### src/rtl/composite_video_rx.sv
// composite_video_rx: sync slicer, line/frame timing and luma extraction for
// a digitized composite video stream.
//
// Optional feature: define COMPOSITE_VIDEO_RX_FLYWHEEL_EN to let a locked
// receiver insert a synthetic line start when an expected hsync is missing.
//
// Ports:
//   clk          27 MHz system clock
//   reset        synchronous, active-high
//   adc_sample   8-bit digitized composite video
//   adc_valid    sample strobe; all state advances only on valid samples
//   hsync_pulse  one-cycle pulse on a qualified hsync (also on vsync)
//   vsync_pulse  one-cycle pulse on a qualified vsync
//   pixel_count  samples since line start, saturating at 2047
//   line_count   lines since vsync, saturating at 1023
//   pixel_data   luma, registered one cycle after the sample
//   pixel_valid  pixel_data is an active pixel
//   locked       horizontal lock achieved
module composite_video_rx #(
  parameter logic [7:0] SYNC_THRESH = 8'h10,
  parameter logic [7:0] BLACK_LEVEL = 8'h20,
  parameter logic [7:0] WHITE_LEVEL = 8'hA0,
  parameter int H_TOTAL     = 858,
  parameter int H_TOL       = 8,
  parameter int H_SYNC_MIN  = 40,
  parameter int H_SYNC_MAX  = 100,
  parameter int V_SYNC_MIN  = 400,
  parameter int H_ACT_START = 60,
  parameter int H_ACT_LEN   = 720,
  parameter int V_ACT_START = 30,
  parameter int V_ACT_LEN   = 480
) (
  input  logic        clk,
  input  logic        reset,
  input  logic [7:0]  adc_sample,
  input  logic        adc_valid,
  output logic        hsync_pulse,
  output logic        vsync_pulse,
  output logic [10:0] pixel_count,
  output logic [9:0]  line_count,
  output logic [7:0]  pixel_data,
  output logic        pixel_valid,
  output logic        locked
);

`ifdef COMPOSITE_VIDEO_RX_FLYWHEEL_EN
  localparam bit FLYWHEEL = 1'b1;
`else
  localparam bit FLYWHEEL = 1'b0;
`endif

  // All length comparisons are done at 13 bits.
  localparam logic [12:0] C_HS_MIN  = 13'(H_SYNC_MIN);
  localparam logic [12:0] C_HS_MAX  = 13'(H_SYNC_MAX);
  localparam logic [12:0] C_VS_MIN  = 13'(V_SYNC_MIN);
  localparam logic [12:0] C_PER_MIN = 13'(H_TOTAL - H_TOL);
  localparam logic [12:0] C_PER_MAX = 13'(H_TOTAL + H_TOL);
  localparam logic [12:0] C_ACT_H0  = 13'(H_ACT_START);
  localparam logic [12:0] C_ACT_H1  = 13'(H_ACT_START + H_ACT_LEN);
  localparam logic [12:0] C_ACT_V0  = 13'(V_ACT_START);
  localparam logic [12:0] C_ACT_V1  = 13'(V_ACT_START + V_ACT_LEN);
  localparam logic [12:0] C_FLY_LEN = 13'(H_TOL);
  localparam logic [10:0] C_FLY_PIX = 11'(H_TOL);

  typedef enum logic {S_HIGH, S_LOW}    slice_t;
  typedef enum logic {L_SEARCH, L_LOCK} lock_t;

  slice_t      r_slice, w_slice_nxt;
  lock_t       r_lock,  w_lock_nxt;
  logic [12:0] r_run,   w_run_nxt;
  logic [12:0] r_len,   w_len_nxt;
  logic [10:0] r_pix,   w_pix_nxt;
  logic [9:0]  r_line,  w_line_nxt;
  logic [1:0]  r_good,  w_good_nxt;
  logic        r_miss,  w_miss_nxt;
  logic        r_hs, w_hs_nxt, r_vs, w_vs_nxt, r_pv, w_pv_nxt;
  logic [7:0]  r_pd,    w_pd_nxt;
  logic        w_miss_ev;

  logic        w_below, w_edge, w_is_h, w_is_v, w_good_per, w_tout, w_active;
  logic [12:0] w_len_p1, w_len_inc, w_run_inc;
  logic [10:0] w_pix_inc;
  logic [9:0]  w_line_inc;
  logic [7:0]  w_diff, w_luma;
  logic [8:0]  w_dbl;

  assign w_below  = adc_sample < SYNC_THRESH;
  assign w_edge   = (r_slice == S_LOW) && !w_below;
  // A run long enough for vsync wins over the hsync window.
  assign w_is_v   = w_edge && (r_run >= C_VS_MIN);
  assign w_is_h   = w_edge && !w_is_v && (r_run >= C_HS_MIN) && (r_run <= C_HS_MAX);

  // The period includes the trailing-edge sample itself.
  assign w_len_p1   = r_len + 13'd1;
  assign w_len_inc  = (&r_len)  ? r_len  : w_len_p1;
  assign w_run_inc  = (&r_run)  ? r_run  : r_run + 13'd1;
  assign w_pix_inc  = (&r_pix)  ? r_pix  : r_pix + 11'd1;
  assign w_line_inc = (&r_line) ? r_line : r_line + 10'd1;
  assign w_good_per = !(&r_len) && (w_len_p1 >= C_PER_MIN) && (w_len_p1 <= C_PER_MAX);

  // Timeout is not judged while a sync pulse is in progress: its trailing
  // edge decides (hsync priority, and a long vsync run never breaks lock).
  assign w_tout = (r_lock == L_LOCK) && (r_slice == S_HIGH) && (w_len_p1 == C_PER_MAX);

  // Active window uses the counters as they stand for this sample.
  assign w_active = (r_lock == L_LOCK) &&
                    ({2'b00, r_pix}  >= C_ACT_H0) && ({2'b00, r_pix}  < C_ACT_H1) &&
                    ({3'b000, r_line} >= C_ACT_V0) && ({3'b000, r_line} < C_ACT_V1);

  assign w_diff = adc_sample - BLACK_LEVEL;
  assign w_dbl  = {w_diff, 1'b0};
  assign w_luma = (adc_sample <= BLACK_LEVEL) ? 8'd0   :
                  (adc_sample >= WHITE_LEVEL) ? 8'd255 :
                  (w_dbl[8] ? 8'd255 : w_dbl[7:0]);

  always_comb begin
    w_slice_nxt = r_slice;
    w_run_nxt   = r_run;
    w_lock_nxt  = r_lock;
    w_good_nxt  = r_good;
    w_miss_nxt  = r_miss;
    w_len_nxt   = r_len;
    w_pix_nxt   = r_pix;
    w_line_nxt  = r_line;
    w_hs_nxt    = 1'b0;
    w_vs_nxt    = 1'b0;
    w_pv_nxt    = 1'b0;
    w_pd_nxt    = r_pd;
    w_miss_ev   = 1'b0;
    if (adc_valid) begin
      // Slicer
      if (r_slice == S_HIGH) begin
        if (w_below) begin
          w_slice_nxt = S_LOW;
          w_run_nxt   = 13'd1;
        end
      end else if (w_below) begin
        w_run_nxt = w_run_inc;
      end else begin
        w_slice_nxt = S_HIGH;
      end

      w_pd_nxt = w_luma;
      w_pv_nxt = w_active;

      // Line timing and lock
      if (w_is_v) begin
        w_hs_nxt   = 1'b1;
        w_vs_nxt   = 1'b1;
        w_line_nxt = '0;
        w_pix_nxt  = '0;
        w_len_nxt  = '0;
      end else if (w_is_h) begin
        w_hs_nxt   = 1'b1;
        w_pix_nxt  = '0;
        w_len_nxt  = '0;
        w_line_nxt = w_line_inc;
        if (r_lock == L_SEARCH) begin
          if (!w_good_per) begin
            w_good_nxt = '0;
          end else if (r_good == 2'd3) begin
            w_lock_nxt = L_LOCK;
            w_good_nxt = '0;
            w_miss_nxt = 1'b0;
          end else begin
            w_good_nxt = r_good + 2'd1;
          end
        end else if (w_good_per) begin
          w_miss_nxt = 1'b0;
        end else begin
          w_miss_ev = 1'b1;
        end
      end else begin
        w_pix_nxt = w_pix_inc;
        w_len_nxt = w_len_inc;
        if (w_tout) begin
          w_miss_ev = 1'b1;
          if (FLYWHEEL) begin
            w_line_nxt = w_line_inc;
            w_pix_nxt  = C_FLY_PIX;
            w_len_nxt  = C_FLY_LEN;
          end
        end
      end

      if (w_miss_ev) begin
        if (r_miss) begin
          w_lock_nxt = L_SEARCH;
          w_miss_nxt = 1'b0;
          w_good_nxt = '0;
        end else begin
          w_miss_nxt = 1'b1;
        end
      end
    end
  end

  always_ff @(posedge clk) begin
    if (reset) begin
      r_slice <= S_HIGH;
      r_lock  <= L_SEARCH;
      r_run   <= '0;
      r_len   <= '0;
      r_pix   <= '0;
      r_line  <= '0;
      r_good  <= '0;
      r_miss  <= 1'b0;
      r_hs    <= 1'b0;
      r_vs    <= 1'b0;
      r_pv    <= 1'b0;
      r_pd    <= '0;
    end else begin
      r_slice <= w_slice_nxt;
      r_lock  <= w_lock_nxt;
      r_run   <= w_run_nxt;
      r_len   <= w_len_nxt;
      r_pix   <= w_pix_nxt;
      r_line  <= w_line_nxt;
      r_good  <= w_good_nxt;
      r_miss  <= w_miss_nxt;
      r_hs    <= w_hs_nxt;
      r_vs    <= w_vs_nxt;
      r_pv    <= w_pv_nxt;
      r_pd    <= w_pd_nxt;
    end
  end

  assign hsync_pulse = r_hs;
  assign vsync_pulse = r_vs;
  assign pixel_count = r_pix;
  assign line_count  = r_line;
  assign pixel_data  = r_pd;
  assign pixel_valid = r_pv;
  assign locked      = (r_lock == L_LOCK);

endmodule

### config.mk
export PLATFORM = sky130hd
export DESIGN_NAME = composite_video_rx
export DESIGN_NICKNAME = d
export VERILOG_FILES = /design/src/rtl/composite_video_rx.sv
export SDC_FILE = /design/constraint.sdc
export NUM_CORES = 1
export LEC_CHECK = 0
export CAP_MARGIN = 20
export CORE_UTILIZATION = 57
export DETAILED_ROUTE_END_ITERATION = 8
export HOLD_SLACK_MARGIN = 0.05
export MAX_ROUTING_LAYER = met4
export PLACE_DENSITY_LB_ADDON = 0.15
export SYNTH_ARGS = -nofsm -noshare
export SYNTH_HDL_FRONTEND = slang
export SYNTH_SLANG_ARGS = --single-unit
export TNS_END_PERCENT = 1
### constraint.sdc
create_clock -name clk -period 2.7 [get_ports clk]
set_clock_uncertainty 0.15 [all_clocks]
set_input_delay 0.54 -clock clk [delete_from_list [all_inputs] [get_ports clk]]
set_output_delay 0.54 -clock clk [all_outputs]
set_load 0.02 [all_outputs]
After elaboration in Yosys (flattened, before gate mapping)
Cells that the tools add are included.
{"block": "op_classes", "mux": 48, "n_addsub": 6, "n_shift": 0, "div": 0, "n_reduce_logical": 30, "n_mul": 0, "eq_ne": 7, "n_lt_le_gt_ge": 12, "n_bitwise": 2}
{"cell": "2-to-1 mux 13 bit", "n": 7}
{"cell": "2-to-1 mux 11 bit", "n": 3}
{"cell": "2-to-1 mux 10 bit", "n": 3}
{"cell": "adder 13 x 1 -> 13 bit, second input constant", "n": 2}
{"cell": "AND reduction 13 bit", "n": 2}
{"cell": "2-to-1 mux 1 bit", "n": 25}
{"cell": "2-to-1 mux 8 bit", "n": 3}
{"cell": "2-to-1 mux 2 bit", "n": 7}
{"cell": "equality test 13 x 10 -> 1 bit, second input constant", "n": 1}
{"cell": ">= comparator 13 x 10 -> 1 bit, second input constant", "n": 1}
{"cell": ">= comparator 13 x 6 -> 1 bit, second input constant", "n": 1}
{"cell": ">= comparator 13 x 9 -> 1 bit, second input constant", "n": 1}
{"cell": "less-or-equal comparator 13 x 10 -> 1 bit, second input constant", "n": 1}
{"cell": "less-or-equal comparator 13 x 7 -> 1 bit, second input constant", "n": 1}
{"cell": "logical AND 1 bit", "n": 13}
{"cell": "adder 11 x 1 -> 11 bit, second input constant", "n": 1}
{"cell": ">= comparator 11 x 6 -> 1 bit, second input constant", "n": 1}
{"cell": "less-than comparator 11 x 10 -> 1 bit, second input constant", "n": 1}
{"cell": "AND reduction 11 bit", "n": 1}
{"cell": "adder 10 x 1 -> 10 bit, second input constant", "n": 1}
{"cell": ">= comparator 10 x 5 -> 1 bit, second input constant", "n": 1}
{"cell": "less-than comparator 10 x 9 -> 1 bit, second input constant", "n": 1}
{"cell": "AND reduction 10 bit", "n": 1}
{"cell": ">= comparator 8 bit, second input constant", "n": 1}
{"cell": "16 further kinds", "n": 25}
{"block": "word_totals", "ram_bits": 0, "latch_bits": 0, "romBits": 0, "input_bits": 11, "word_cells": 117, "regBits": 63, "output_inout_bits": 33, "memories": 0}

Logic depth before layout (Yosys ltp)
Gate-level depths: netlist of the first run.
{"block": "logic_depth", "word_depth": 13, "mapped_depth": 10}

Worst setup path before layout of the first run
No wires, ideal clock.
{"block": "synth_timing", "path_type": "register to register", "start": "register r_len[0]", "end": "register r_lock (netlist: locked)", "n_path_buf": 1, "stages_incl_launch_ff": 10, "arrival_ps": 2113, "setup_slack_ps": 349, "setup_ps": 88, "period_less_slack_ps": 2351, "t_required_ps": 2462, "cell_sequence": "dfxtp_1 ha_1 bufbuf_16 nand2b_1 or4_1 nand3_2 nand3_4 a211oi_4 a31oi_1 a311oi_2"}
{"block": "synth_via", "elab_chain_cells": 10, "word_cells_on_any_way": 21}
{"item": "from (decl)", "line": "71", "rtl": "logic [12:0] r_len, w_len_nxt;"}
{"item": "from (signal assigned)", "line": "216", "rtl": "r_len <= w_len_nxt;"}
{"item": "adder 13 x 1 -> 13 bit or AND reduction 13 bit (tied branches)", "line": "94, 99"}
{"item": ">= comparator 13 x 10 -> 1 bit or logical NOT 1 bit (tied branches)", "line": "99", "rtl": "assign w_good_per = !(&r_len) && (w_len_p1 >= C_PER_MIN) && (w_len_p1 <= C_PER_MAX);"}
{"item": "logical AND 1 bit (2 in a row)", "line": "99"}
{"item": "2-to-1 mux 1 bit (on tied branches)", "line": "159, 168"}
{"item": "2-to-1 mux 1 bit", "line": "158", "rtl": "if (r_lock == L_SEARCH) begin"}
{"item": "2-to-1 mux 1 bit", "line": "153", "rtl": "end else if (w_is_h) begin"}
{"item": "2-to-1 mux 1 bit", "line": "147", "rtl": "if (w_is_v) begin"}
{"item": "2-to-1 mux 1 bit (on tied branches)", "line": "187, 130"}
{"item": "2-to-1 mux 1 bit *", "line": "186", "rtl": "if (w_miss_ev) begin"}
{"item": "to (signal assigned)", "line": "214", "rtl": "r_lock <= w_lock_nxt;"}
{"item": "to (decl)", "line": "69", "rtl": "lock_t r_lock, w_lock_nxt;"}
Every way passes the cells marked *; elsewhere a longest branch is shown, timed or not. The select of a mux whose other input is x is not followed.
A chain may end at the register's enable or synchronous reset.

Worst setup path in the final report of the first run
Same ends and word-level chain as after synthesis.

==> impl_metrics.csv, run 1 <==
group,metric,value,unit
route,wire_per_inst,15.3,microns
pwr,ir_drop,0.393,mV
logic_synthesis,synth_top_cell_area_share,32.5,%
route,antenna_left,0,
setup_path,cp.required,2810,ps
finish,fin_nets,551,
route,route.met2.wl,4600,microns
logic_synthesis,netlist_area,3880,sq um
clocking,cts.sinks,63,
setup_path,cp-end-kind,"flip-flop",
pwr,combinationalPowerShare,9.5,%
outcome,violations,"DRC",
hold_path,hp-class,"reg2reg",
timing,hold_viol,0,
logic_synthesis,synth_edf_count,0,
route,wl,9360,microns
pwr,netSwitchingPower,0.520,mW
setup_path,cp_max_fo,14,
setup_path,r2r-start,"r_len[0]$_SDFFE_PP0P_",
setup_path,startpoint,"r_len[0]$_SDFFE_PP0P_",
setup_path,crit_arrival,2670,ps
setup_path,crit_end,"locked$_SDFFE_PP0P_",
pwr,p_clk_share,44.3,%
finish,postLayoutCoreUtil,72.9,%
timing,drv_slew,0,
timing,hold_slack,321,ps
global_routing,grt-ovfl-total,0,
pwr,p_sw_share,24.8,%
pwr,p_leak,1.76,nW
timing,max_freq,391,MHz
floorplan,die_w,84.5,microns
clocking,cts_resized,0,
pwr,pwr_density_cell,445,nW/um^2
place,place.gp.congestion,0.837,
route,route.detailed.drc,2,
logic_synthesis,yosys_warnings,0,
floorplan,core,6460,sq um
global_routing,antenna_found_initial,0,
global_routing,grt_max_degree,29,
clocking,numCtsBuffers,9,
timing,maxSlewHeadroom,68.2,%
clocking,hold_buffers,0,
global_routing,grt_pass1_vias,3455,
timing,post-route-period-util,94.7,%
floorplan,fp.dieH,84.5,microns
place,dp_hpwl,6570,microns
route,first_iter_violations,161,
route,vias,3664,
setup_path,cp-start-kind,"flip-flop",
clocking,cts_setup_buffers,0,
timing,worst_pin_slew,465,ps
logic_synthesis,synth_seq_area_share,32.5,%
route,wl_met1,4170,microns
floorplan,start_util,60.1,%
clocking,clk_pin_slew,70,ps
global_routing,grt_use_total,28.0,%
logic_synthesis,syn_nets,488,
place,numPortBuffers,43,
finish,drive_gt1_share,14.6,%
finish,area_delta_synth_final,21.4,%
setup_path,reg2reg_depth,9,
timing,rsz0062_at_grt,"no",
floorplan,die-area,7140,sq um
route,viasPerCell,6.01,
clocking,htreeDepth,3,
setup_path,reg2reg_slack,140,ps
clocking,clkLatencyLatePin,350,ps
outcome,status,"finished, violations left",
logic_synthesis,synth.distinct_cells,75,
global_routing,grt_first_pass_wirelength,15500,microns
job,drv_cap,0,
pwr,internal_power,1.58,mW
clocking,tritoncts,"built",
setup_path,rr_endpoint,"locked$_SDFFE_PP0P_",
clocking,root_buffer,"clkbuf_8",
timing,setup_viol,0,
route,met3_length,406,microns
logic_synthesis,synth.avg_cell_area,8.34,sq um
setup_path,worstSetupPathType,"reg2reg",
finish,nFillCells,508,
logic_synthesis,synth_flop_cell,"dfxtp_1",
logic_synthesis,ys_ff_latch,63,
finish,diodes,0,
route,highest_layer,"met4",
logic_synthesis,synthArstFlopShare,0,%
floorplan,io_pins,44,
logic_synthesis,syn_inst,465,
logic_synthesis,synth_area_leaders,"dfxtp_1, nor2_1, xor2_1",
floorplan,num_rows,29,
logic_synthesis,yosys.area.top_type,"dfxtp_1",
clocking,cts_buffer_depth,2,
route,drt_pre_antenna_iters,7,
pwr,p_seq_share,46.2,%
timing,min_period,2560,ps
stage by stage:
stage	std cells	worst slack (ps)	instance area, sq um	setup TNS [ps]	total power [mW]
final	610	142	4710	0	2.10
after floorplan	465	349	3880	0	1.11
after global routing	610	12.5	4710	0	2.18
after CTS	610	141	4710	0	2.11
after global placement	594	41.3	4480	0	1.18
after detailed placement	594	-64.0	4480	-99.3	1.19
cell usage in the layout (no fill, tap or decap), types with 3 or more instances in the layout:
cell type,count
a21oi_1,29
clkbuf_8,10
and4_1,4
buf_4,33
dfxtp_1,63
xor2_1,18
nand2_1,32
or3_1,6
a211oi_1,3
nand3b_1,3
inv_1,17
a32oi_1,4
nor2_1,54
and3_1,16
o21ai_0,22
o211ai_1,6
o21ai_2,3
nor3_1,8
a22oi_1,3
a31oi_1,11
ha_1,12
nor4_1,6
nand4_1,14
clkdlybuf4s50_1,43
and2_1,11
o2111ai_1,3
nor2b_1,10
nand3_1,15
mux2i_1,3
nand2b_1,10
xnor2_1,5
synthesized netlist by cell type, drive strengths merged, types with 3 or more instances:
master and number:
dfxtp 63, nor2 54, nand2 32, a21oi 30
o21ai 27, nand3 18, xor2 18, inv 17
and3 16, clkbuf 15, nand4 15, ha 12
a31oi 11, and2 11, nand2b 10, nor2b 10
buf 9, nor3 9, nor4 7, a211oi 6
o211ai 6, or3 6, and4 5, xnor2 5
a32oi 4, o2111ai 4, a21o 3, a22oi 3
mux2i 3, nand3b 3
worst max-delay path, cell delays in order, from the launching register on:
cell and delay [ps]:
dfxtp_1 320, buf_4 180, ha_1 310, nand2b_1 170
or4_1 500, nand3_2 130, nand3_4 130, mux2i_1 220
nand2_1 100, a311oi_2 260
cells by family after synthesis:
group	Yosys count	share of synthesized area [%]
flip-flops	63	32.5
AO/OA/AOI/OAI	115	21.9
XOR/XNOR	23	5.19
multiplexers	3	0.774
AND/OR/NAND/NOR	206	29.1
buffers and inverters	43	6.67
adder cells (fa/ha/maj)	12	3.87
routing by layer:
metal | vias to the layer above | track usage [%]
met1 | 1717 | 32.6
met5 | - | -
met4 | 0 | 11.1
met2 | 111 | 46.5
met3 | 21 | 6.69
li1 | 1815 | -
layout make-up:
cell class	instances	area [sq um]	area share (%)
Multi-Input combinational cell	359	2360	50.2
Sequential cell	63	1260	26.8
Timing Repair Buffer	77	698	14.8
Clock buffer	11	141	3.00
Tap cell	77	96.3	2.05
Clock inverter	5	81.3	1.73
Inverter	18	67.6	1.43
registers in the layout, indices dropped and copies added, names as in the netlist:
register     count
pixel_data       8
pixel_valid      1
vsync_pulse      1
r_slice          1
r_len           13
line_count      10
hsync_pulse      1
r_run           13
locked           1
r_good           2
r_miss           1
pixel_count     11
power by group through the flow:
stage	sequential (mW)	combinational, mW	clock, mW
finish	0.970	0.199	0.929
CTS	0.971	0.199	0.942
floorplan	0.995	0.120	0
global route	0.973	0.219	0.990
global placement	0.990	0.194	0
detailed placement	0.992	0.198	0
worst min path at each step:
stage / from / endpoint / slack (ps) / cells past startpoint
after CTS: r_miss$_SDFFE_PP0P_ / locked$_SDFFE_PP0P_ / 320 / 1
final: r_miss$_SDFFE_PP0P_ / locked$_SDFFE_PP0P_ / 320 / 1
after floorplan: r_miss$_SDFFE_PP0P_ / locked$_SDFFE_PP0P_ / 300 / 1
after global placement: pixel_data[4]$_SDFFE_PP0P_ / pixel_data[4]$_SDFFE_PP0P_ / 310 / 2
after detailed placement: pixel_data[1]$_SDFFE_PP0P_ / pixel_data[1]$_SDFFE_PP0P_ / 310 / 2
after global routing: pixel_data[3]$_SDFFE_PP0P_ / pixel_data[3]$_SDFFE_PP0P_ / 340 / 2
Power figures use the tool's default switching activity.
==> inputs of run 2 (changes only) <==
- CAP_MARGIN: 20 -> 25
- GPL_ROUTABILITY_DRIVEN: not set -> 0
==> results of run 2 <==
Same layout as run 1: the final DEF is identical, and so are final timing and power.
